[src/rtl/video_pkg.sv]
// Shared video/Wishbone definitions for the mire pattern generator.
// Contents: pixel type, colour constants, master FSM state encoding,
// Wishbone cycle-type/burst-type constants and small helper functions.
package video_pkg;

  localparam int unsigned PIX_W  = 24;
  localparam int unsigned WORD_W = 32;

  typedef logic [PIX_W-1:0] pixel_t;

  localparam pixel_t C_WHITE   = 24'hFF_FF_FF;
  localparam pixel_t C_YELLOW  = 24'hFF_FF_00;
  localparam pixel_t C_CYAN    = 24'h00_FF_FF;
  localparam pixel_t C_GREEN   = 24'h00_FF_00;
  localparam pixel_t C_MAGENTA = 24'hFF_00_FF;
  localparam pixel_t C_RED     = 24'hFF_00_00;
  localparam pixel_t C_BLUE    = 24'h00_00_FF;
  localparam pixel_t C_BLACK   = 24'h00_00_00;

  typedef enum logic [1:0] {
    IDLE    = 2'd0,
    WRITE   = 2'd1,
    RELEASE = 2'd2
  } wshb_state_e;

  localparam logic [2:0] CTI_CLASSIC = 3'b000;
  localparam logic [1:0] BTE_LINEAR  = 2'b00;

  // Colour of vertical bar idx, left to right.
  function automatic pixel_t bar_colour(input logic [2:0] idx);
    pixel_t c;
    c = C_BLACK;
    unique case (idx)
      3'd0: c = C_WHITE;
      3'd1: c = C_YELLOW;
      3'd2: c = C_CYAN;
      3'd3: c = C_GREEN;
      3'd4: c = C_MAGENTA;
      3'd5: c = C_RED;
      3'd6: c = C_BLUE;
      default: c = C_BLACK;
    endcase
    return c;
  endfunction

  // Framebuffer word for one pixel: upper byte always zero.
  function automatic logic [WORD_W-1:0] pixel_word(input pixel_t p);
    return {8'h00, p};
  endfunction

endpackage

[src/rtl/mire_pattern.sv]
// Registered test-pattern generator.
// Produces the colour of pixel (x,y); the register loads on 'advance' so
// the caller presents the coordinates of the pixel that comes next.
// Optional build macro: MIRE_COLOR_EN (colour bars behind the grid;
// without it, non-grid pixels are black).
// Ports:
//   clk, rst_n  clock, asynchronous active-low reset
//   advance     load the pattern for (x,y)
//   x, y        coordinates of the next pixel
//   pixel       registered RGB colour, reset value = colour of (0,0)
module mire_pattern
  import video_pkg::*;
#(
  parameter int unsigned HDISP = 800,
  parameter int unsigned VDISP = 400,
  parameter int unsigned GRID  = 16
) (
  input  logic                     clk,
  input  logic                     rst_n,
  input  logic                     advance,
  input  logic [$clog2(HDISP)-1:0] x,
  input  logic [$clog2(VDISP)-1:0] y,
  output pixel_t                   pixel
);

  localparam int unsigned CW = 32;

  logic   on_grid;
  pixel_t pixel_d;

  // GRID is a power of two, so the modulo reduces to a mask.
  always_comb begin
    on_grid = ((CW'(x) & CW'(GRID - 1)) == '0) ||
              ((CW'(y) & CW'(GRID - 1)) == '0);
`ifdef MIRE_COLOR_EN
    pixel_d = on_grid ? C_WHITE : bar_colour(3'((CW'(x) << 3) / CW'(HDISP)));
`else
    pixel_d = on_grid ? C_WHITE : C_BLACK;
`endif
  end

  // (0,0) lies on the grid in every build, hence white at reset.
  always_ff @(posedge clk or negedge rst_n) begin
    if (!rst_n) begin
      pixel <= C_WHITE;
    end else if (advance) begin
      pixel <= pixel_d;
    end
  end

endmodule

[src/rtl/wshb_mire.sv]
// Wishbone B4 classic write master that continuously paints a test
// pattern (mire) into the SDRAM framebuffer, one 32-bit word per pixel.
// The bus is dropped for one cycle every BURST_LEN beats so the display
// reader can win arbitration.
// Optional build macro: MIRE_COLOR_EN (passed through to mire_pattern).
// Ports:
//   sys_clk, sys_rst_n   clock, asynchronous active-low reset
//   enable               run request; 0 = stop after the current beat
//   wshb_cyc/stb/we      cycle, strobe, write enable (registered)
//   wshb_adr             byte address of the current pixel
//   wshb_dat_ms          write data {8'h00,R,G,B}
//   wshb_sel             byte select, 4'hF while strobing
//   wshb_cti/bte         classic cycle, linear burst (constants)
//   wshb_ack/err/rty     slave response
//   frame_done           pulse after the last pixel of a frame is taken
//   err_cnt              saturating count of error responses
module wshb_mire
  import video_pkg::*;
#(
  parameter int unsigned HDISP     = 800,
  parameter int unsigned VDISP     = 400,
  parameter logic [31:0] BASE_ADR  = 32'h0000_0000,
  parameter int unsigned BURST_LEN = 64,
  parameter int unsigned GRID      = 16
) (
  input  logic        sys_clk,
  input  logic        sys_rst_n,
  input  logic        enable,
  output logic        wshb_cyc,
  output logic        wshb_stb,
  output logic        wshb_we,
  output logic [31:0] wshb_adr,
  output logic [31:0] wshb_dat_ms,
  output logic [3:0]  wshb_sel,
  output logic [2:0]  wshb_cti,
  output logic [1:0]  wshb_bte,
  input  logic        wshb_ack,
  input  logic        wshb_err,
  input  logic        wshb_rty,
  output logic        frame_done,
  output logic [15:0] err_cnt
);

  localparam int unsigned XW    = $clog2(HDISP);
  localparam int unsigned YW    = $clog2(VDISP);
  localparam int unsigned BW    = $clog2(BURST_LEN);
  localparam int unsigned ADR_W = 32;
  localparam int unsigned ERR_W = 16;

  wshb_state_e     state, state_next;
  logic [XW-1:0]   x, x_nxt;
  logic [YW-1:0]   y, y_nxt;
  logic [BW-1:0]   bcnt;
  logic [ADR_W-1:0] adr;
  logic [ERR_W-1:0] errs;
  logic            cyc_q, cyc_d;
  logic [3:0]      sel_q, sel_d;
  logic            fd_q, fd_d;
  pixel_t          pixel;

  logic            beat_done;
  logic            beat_err;
  logic            retry;
  logic            last_x, last_y, last_px;
  logic            burst_end;

  // A beat completes on ack or err; err takes precedence for counting,
  // and either one outranks a retry.
  assign beat_done = (state == WRITE) && (wshb_ack || wshb_err);
  assign beat_err  = (state == WRITE) && wshb_err;
  assign retry     = (state == WRITE) && wshb_rty && !wshb_ack && !wshb_err;

  assign last_x    = (x == XW'(HDISP - 1));
  assign last_y    = (y == YW'(VDISP - 1));
  assign last_px   = last_x && last_y;
  assign burst_end = (bcnt == BW'(BURST_LEN - 1));

  // State register.
  always_ff @(posedge sys_clk or negedge sys_rst_n) begin
    if (!sys_rst_n) begin
      state <= IDLE;
    end else begin
      state <= state_next;
    end
  end

  // Next-state logic.
  always_comb begin
    state_next = state;
    unique case (state)
      IDLE: begin
        if (enable) state_next = WRITE;
      end
      WRITE: begin
        if (retry) begin
          state_next = WRITE;
        end else if (beat_done) begin
          if (burst_end)    state_next = RELEASE;
          else if (!enable) state_next = IDLE;
        end
      end
      RELEASE: begin
        state_next = enable ? WRITE : IDLE;
      end
      default: state_next = IDLE;
    endcase
  end

  // Output decode; looks at the next state so the registered strobes
  // line up with the state they belong to.
  always_comb begin
    cyc_d = 1'b0;
    sel_d = 4'h0;
    fd_d  = 1'b0;
    if (state_next == WRITE) begin
      cyc_d = 1'b1;
      sel_d = 4'hF;
    end
    if (beat_done && last_px) begin
      fd_d = 1'b1;
    end
  end

  // Bus control registers; reset removes cyc/stb without waiting for a clock.
  always_ff @(posedge sys_clk or negedge sys_rst_n) begin
    if (!sys_rst_n) begin
      cyc_q <= 1'b0;
      sel_q <= 4'h0;
      fd_q  <= 1'b0;
    end else begin
      cyc_q <= cyc_d;
      sel_q <= sel_d;
      fd_q  <= fd_d;
    end
  end

  // Coordinates of the pixel following the current one.
  always_comb begin
    x_nxt = x + XW'(1);
    y_nxt = y;
    if (last_x) begin
      x_nxt = '0;
      y_nxt = last_y ? '0 : y + YW'(1);
    end
  end

  // Position, address, burst and error bookkeeping; all move only when a
  // beat completes, so a retried beat repeats the same address and data.
  always_ff @(posedge sys_clk or negedge sys_rst_n) begin
    if (!sys_rst_n) begin
      x    <= '0;
      y    <= '0;
      adr  <= BASE_ADR;
      bcnt <= '0;
      errs <= '0;
    end else if (beat_done) begin
      x    <= x_nxt;
      y    <= y_nxt;
      adr  <= last_px ? BASE_ADR : adr + ADR_W'(4);
      bcnt <= burst_end ? '0 : bcnt + BW'(1);
      if (beat_err && (errs != '1)) begin
        errs <= errs + ERR_W'(1);
      end
    end
  end

  mire_pattern #(
    .HDISP (HDISP),
    .VDISP (VDISP),
    .GRID  (GRID)
  ) u_pattern (
    .clk     (sys_clk),
    .rst_n   (sys_rst_n),
    .advance (beat_done),
    .x       (x_nxt),
    .y       (y_nxt),
    .pixel   (pixel)
  );

  assign wshb_cyc    = cyc_q;
  assign wshb_stb    = cyc_q;
  assign wshb_we     = cyc_q;
  assign wshb_sel    = sel_q;
  assign wshb_adr    = adr;
  assign wshb_dat_ms = pixel_word(pixel);
  assign wshb_cti    = CTI_CLASSIC;
  assign wshb_bte    = BTE_LINEAR;
  assign frame_done  = fd_q;
  assign err_cnt     = errs;

endmodule
[config.mk]
export PLATFORM = sky130hd
export DESIGN_NAME = wshb_mire
export DESIGN_NICKNAME = d
export VERILOG_FILES = /design/src/rtl/video_pkg.sv /design/src/rtl/mire_pattern.sv /design/src/rtl/wshb_mire.sv
export SDC_FILE = /design/constraint.sdc
export NUM_CORES = 1
export LEC_CHECK = 0
export ABC_AREA = 1
export ABC_CLOCK_PERIOD_IN_PS = 1480
export CORE_MARGIN = 3
export CORE_UTILIZATION = 47
export CTS_CLUSTER_DIAMETER = 30
export DETAILED_ROUTE_END_ITERATION = 6
export HOLD_SLACK_MARGIN = 0.15
export PLACE_DENSITY_LB_ADDON = 0.12
export SYNTH_ARGS = -nofsm -noshare
export SYNTH_HDL_FRONTEND = slang
export SYNTH_SLANG_ARGS = --single-unit
[constraint.sdc]
create_clock -name sys_clk -period 1.48 [get_ports sys_clk]
set_input_delay 0.222 -clock sys_clk [delete_from_list [all_inputs] [get_ports sys_clk]]
set_output_delay 0.222 -clock sys_clk [all_outputs]
set_load 0.02 [all_outputs]
==> metrics <==
Die X=107 µm; Pins Over Slew Limit=0; unrepaired setup endpoints after global routing=yes; critical path class=reg2reg; Yosys cell types=48; HPWL Detailed=9.52 mm; Req. time, crit path=1.72 ns; Layout Skew=0.0128 ns; compound-cell area share of the yosys netlist=7.33%; synthesized netlist cell count=609; Worst Path Arrival=1.84 ns; gp weighted congestion=0.862; largest net degree at the start of global routing=31; xor/xnor share of the synthesized area=5.08%; worst vdd ir=0.918 mV; fin crit share=108%; syn avg cell area=7.93 µm²; main flop type after synthesis=dfrtp_1; EDFF count, synth=0; antenna diode count=0; final hold violation count=0; startpoint types=flop; initial core utilization=49.0%; r2r setup slk=-0.12 ns; Worst R2R End=wshb_adr[14]; setup ws final=-0.119 ns; Max Root-Sink Buffers=2; largest family of logic cells by synthesized area=simple AND/OR/NAND/NOR gates; Layout area overhead=47.7%; asr flop ratio synth=100%; f_max=0.626 GHz; FF-to-FF Start=y[0]; detailed-route DRC error count=0; Congestion Overflow GR=0; first-pass GRT wire length=21.7 mm; Clk Latency, worst-skew pair=0.36 ns; height of the die=107 µm; Clock Sinks=76; MaxCap Viol Count=0; Final Critical Period=1.60 ns; row count=36; number of cells on the worst reg-to-reg path=9; Clock transition at path regs=0.09 ns; WL/cell=14.7 µm; fillcell total=751; IO buf count=82; Total Routing Usage GR=23.5%; CTS tree=done; Simple-Gate Fraction of Synth Area=33.3%; synthesis-stage register bit count=76; Hold Path Class=in2async; final setup vio count=46; IO Pins=99; DRT iter0 DRCs=174; Pleak=3.52 nW; pwr/cell area=1350 nW/µm²; Synth Cell Area=4830 µm²; number of global-route vias before repair=4743; antenna violations before repair=0; Num CTS Buffers=9; outcome=complete, but fails checks; H-tree Lvls=3; worst slack, placed=-0.378 ns; Critical Path End Type=flop; proportion of layout cells with a drive suffix above 1=40.8%; First-pass DRT Iterations=4; ANT nets after route=0; most common cell after layout, fill and taps aside=buf_4; most frequent cells in the layout=buf_4 (128), nand2_1 (112), dfrtp_1 (63), inv_1 (56), dlygate4sd2_1 (40); core area=9860 µm²; Root Driver=clkbuf_8; post-synthesis mux area share=0%; Total Power=9.63 mW; Syn. warnings=0; CP max FO=7; final net count=802; Seq/Total Area, Yosys=39.4%; final WL=13.7 mm; failing checks=negative setup slack; die area=11500 µm²; DR vias/cell=5.05; via count=4695; Synth Area in Adders=1.30%
-- where the power goes --
group          leakage (nW)  switching [mW]  internal, mW
combinational          2.50            2.81          2.16
clock                 0.107           0.774         0.995
sequential            0.917           0.395          2.51
total                  3.52            3.98          5.66
-- critical path, stage by stage (launching register included) --
cell	delay, ns
dfrtp_1	0.38
ha_2	0.19
nand2_2	0.06
nor2_4	0.13
buf_4	0.14
nand3_4	0.07
nor2_4	0.20
nand2_4	0.15
o21ai_1	0.11
a21oi_1	0.05
-- kinds of logic after synthesis --
logic type               Yosys count
AO/OA/AOI/OAI                     61
buffers and inverters            121
XOR/XNOR                          28
adder cells (fa/ha/maj)            5
other                              1
AND/OR/NAND/NOR                  317
flip-flops                        76
-- synthesized netlist by cell type, types with 2 or more instances --
master / number / share of area, %
or2_2: 2 / 0.26
nor2_4: 8 / 1.9
xor2_1: 18 / 3.3
buf_4: 46 / 7.1
xnor2_1: 10 / 1.8
nand3_1: 41 / 4.2
a21oi_1: 17 / 1.8
nand4_1: 18 / 2.3
buf_6: 3 / 0.70
a21oi_2: 3 / 0.54
nand4_4: 2 / 0.88
nand3b_1: 5 / 0.78
o21ai_1: 5 / 0.52
nor2_2: 6 / 0.78
o21bai_1: 2 / 0.31
ha_1: 5 / 1.3
nor2_1: 52 / 4.0
inv_2: 6 / 0.47
or2_1: 4 / 0.52
nor2_8: 2 / 0.83
nand2_4: 3 / 0.70
o21ai_2: 2 / 0.36
nand3_2: 2 / 0.41
nor3_2: 2 / 0.41
nand2_2: 11 / 1.4
clkbuf_1: 3 / 0.23
o21ai_0: 24 / 2.5
nand2_1: 127 / 9.9
dfrtp_1: 75 / 39
o31ai_1: 2 / 0.31
nor3b_1: 2 / 0.31
inv_1: 61 / 4.7
nor3_1: 25 / 2.6
-- final cells by class --
class	instances	area (µm²)	share of cell area [%]
Multi-Input combinational cell	427	2820	39.5
Clock inverter	4	72.6	1.02
Clock buffer	12	145	2.03
Timing Repair Buffer	209	1740	24.4
Inverter	68	273	3.82
Sequential cell	76	1920	26.9
Tap cell	133	166	2.33
-- flip-flops by register name, summed over array words and instances (netlist names) --
name,cells
wshb_sel,1
u_pattern.pixel,1
wshb_adr,30
y,9
state,2
err_cnt,16
bcnt,6
x,10
frame_done,1
-- per-layer routing --
layer	global-route usage [%]	up-vias	wire (µm)
met2	41.1	92	7210
met1	28.8	2289	5700
met3	4.32	28	464
met4	8.57	0	324
met5	0	-	0
li1	-	2286	-
-- metrics by stage --
step / hold slack (ns) / instances / cell area [µm²] / util, % / TNS [ns]
after CTS: 0.350 / 916 / 6680 / 67.7 / -1.26
after global routing: 0.364 / 929 / 7140 / 72.3 / -7.90
final: 0.342 / 929 / 7140 / 72.3 / -2.89
after detailed placement: 0.192 / 882 / 6290 / 63.8 / -17.98
after floorplan: -0.0736 / 623 / 4960 / - / -0.687
after global placement: 0.186 / 882 / 6290 / 63.8 / -15.80
-- how the worst max path moves through the flow --
stage | from | endpoint | slack (ns) | cells after the start
2_1_floorplan | err_cnt[0] | err_cnt[3] | -0.09 | 7
3_3_place_gp | wshb_err | wshb_adr[22] | -0.31 | 12
3_5_place_dp | wshb_err | x[8] | -0.38 | 9
4_1_cts | y[0] | wshb_adr[13] | -0.1 | 10
5_1_grt | y[0] | wshb_adr[14] | -0.20 | 9
6_report | y[0] | wshb_adr[14] | -0.12 | 9
-- timing repair --
item                       CTS  global route
hold endpoints to repair    27             0
setup buffers               15            15
hold buffers                 1             0
cloned                       2             0
pin swaps                   32            31
setup endpoints to repair  126           100
resized for setup          212           132
Power figures use the tool's default switching activity.
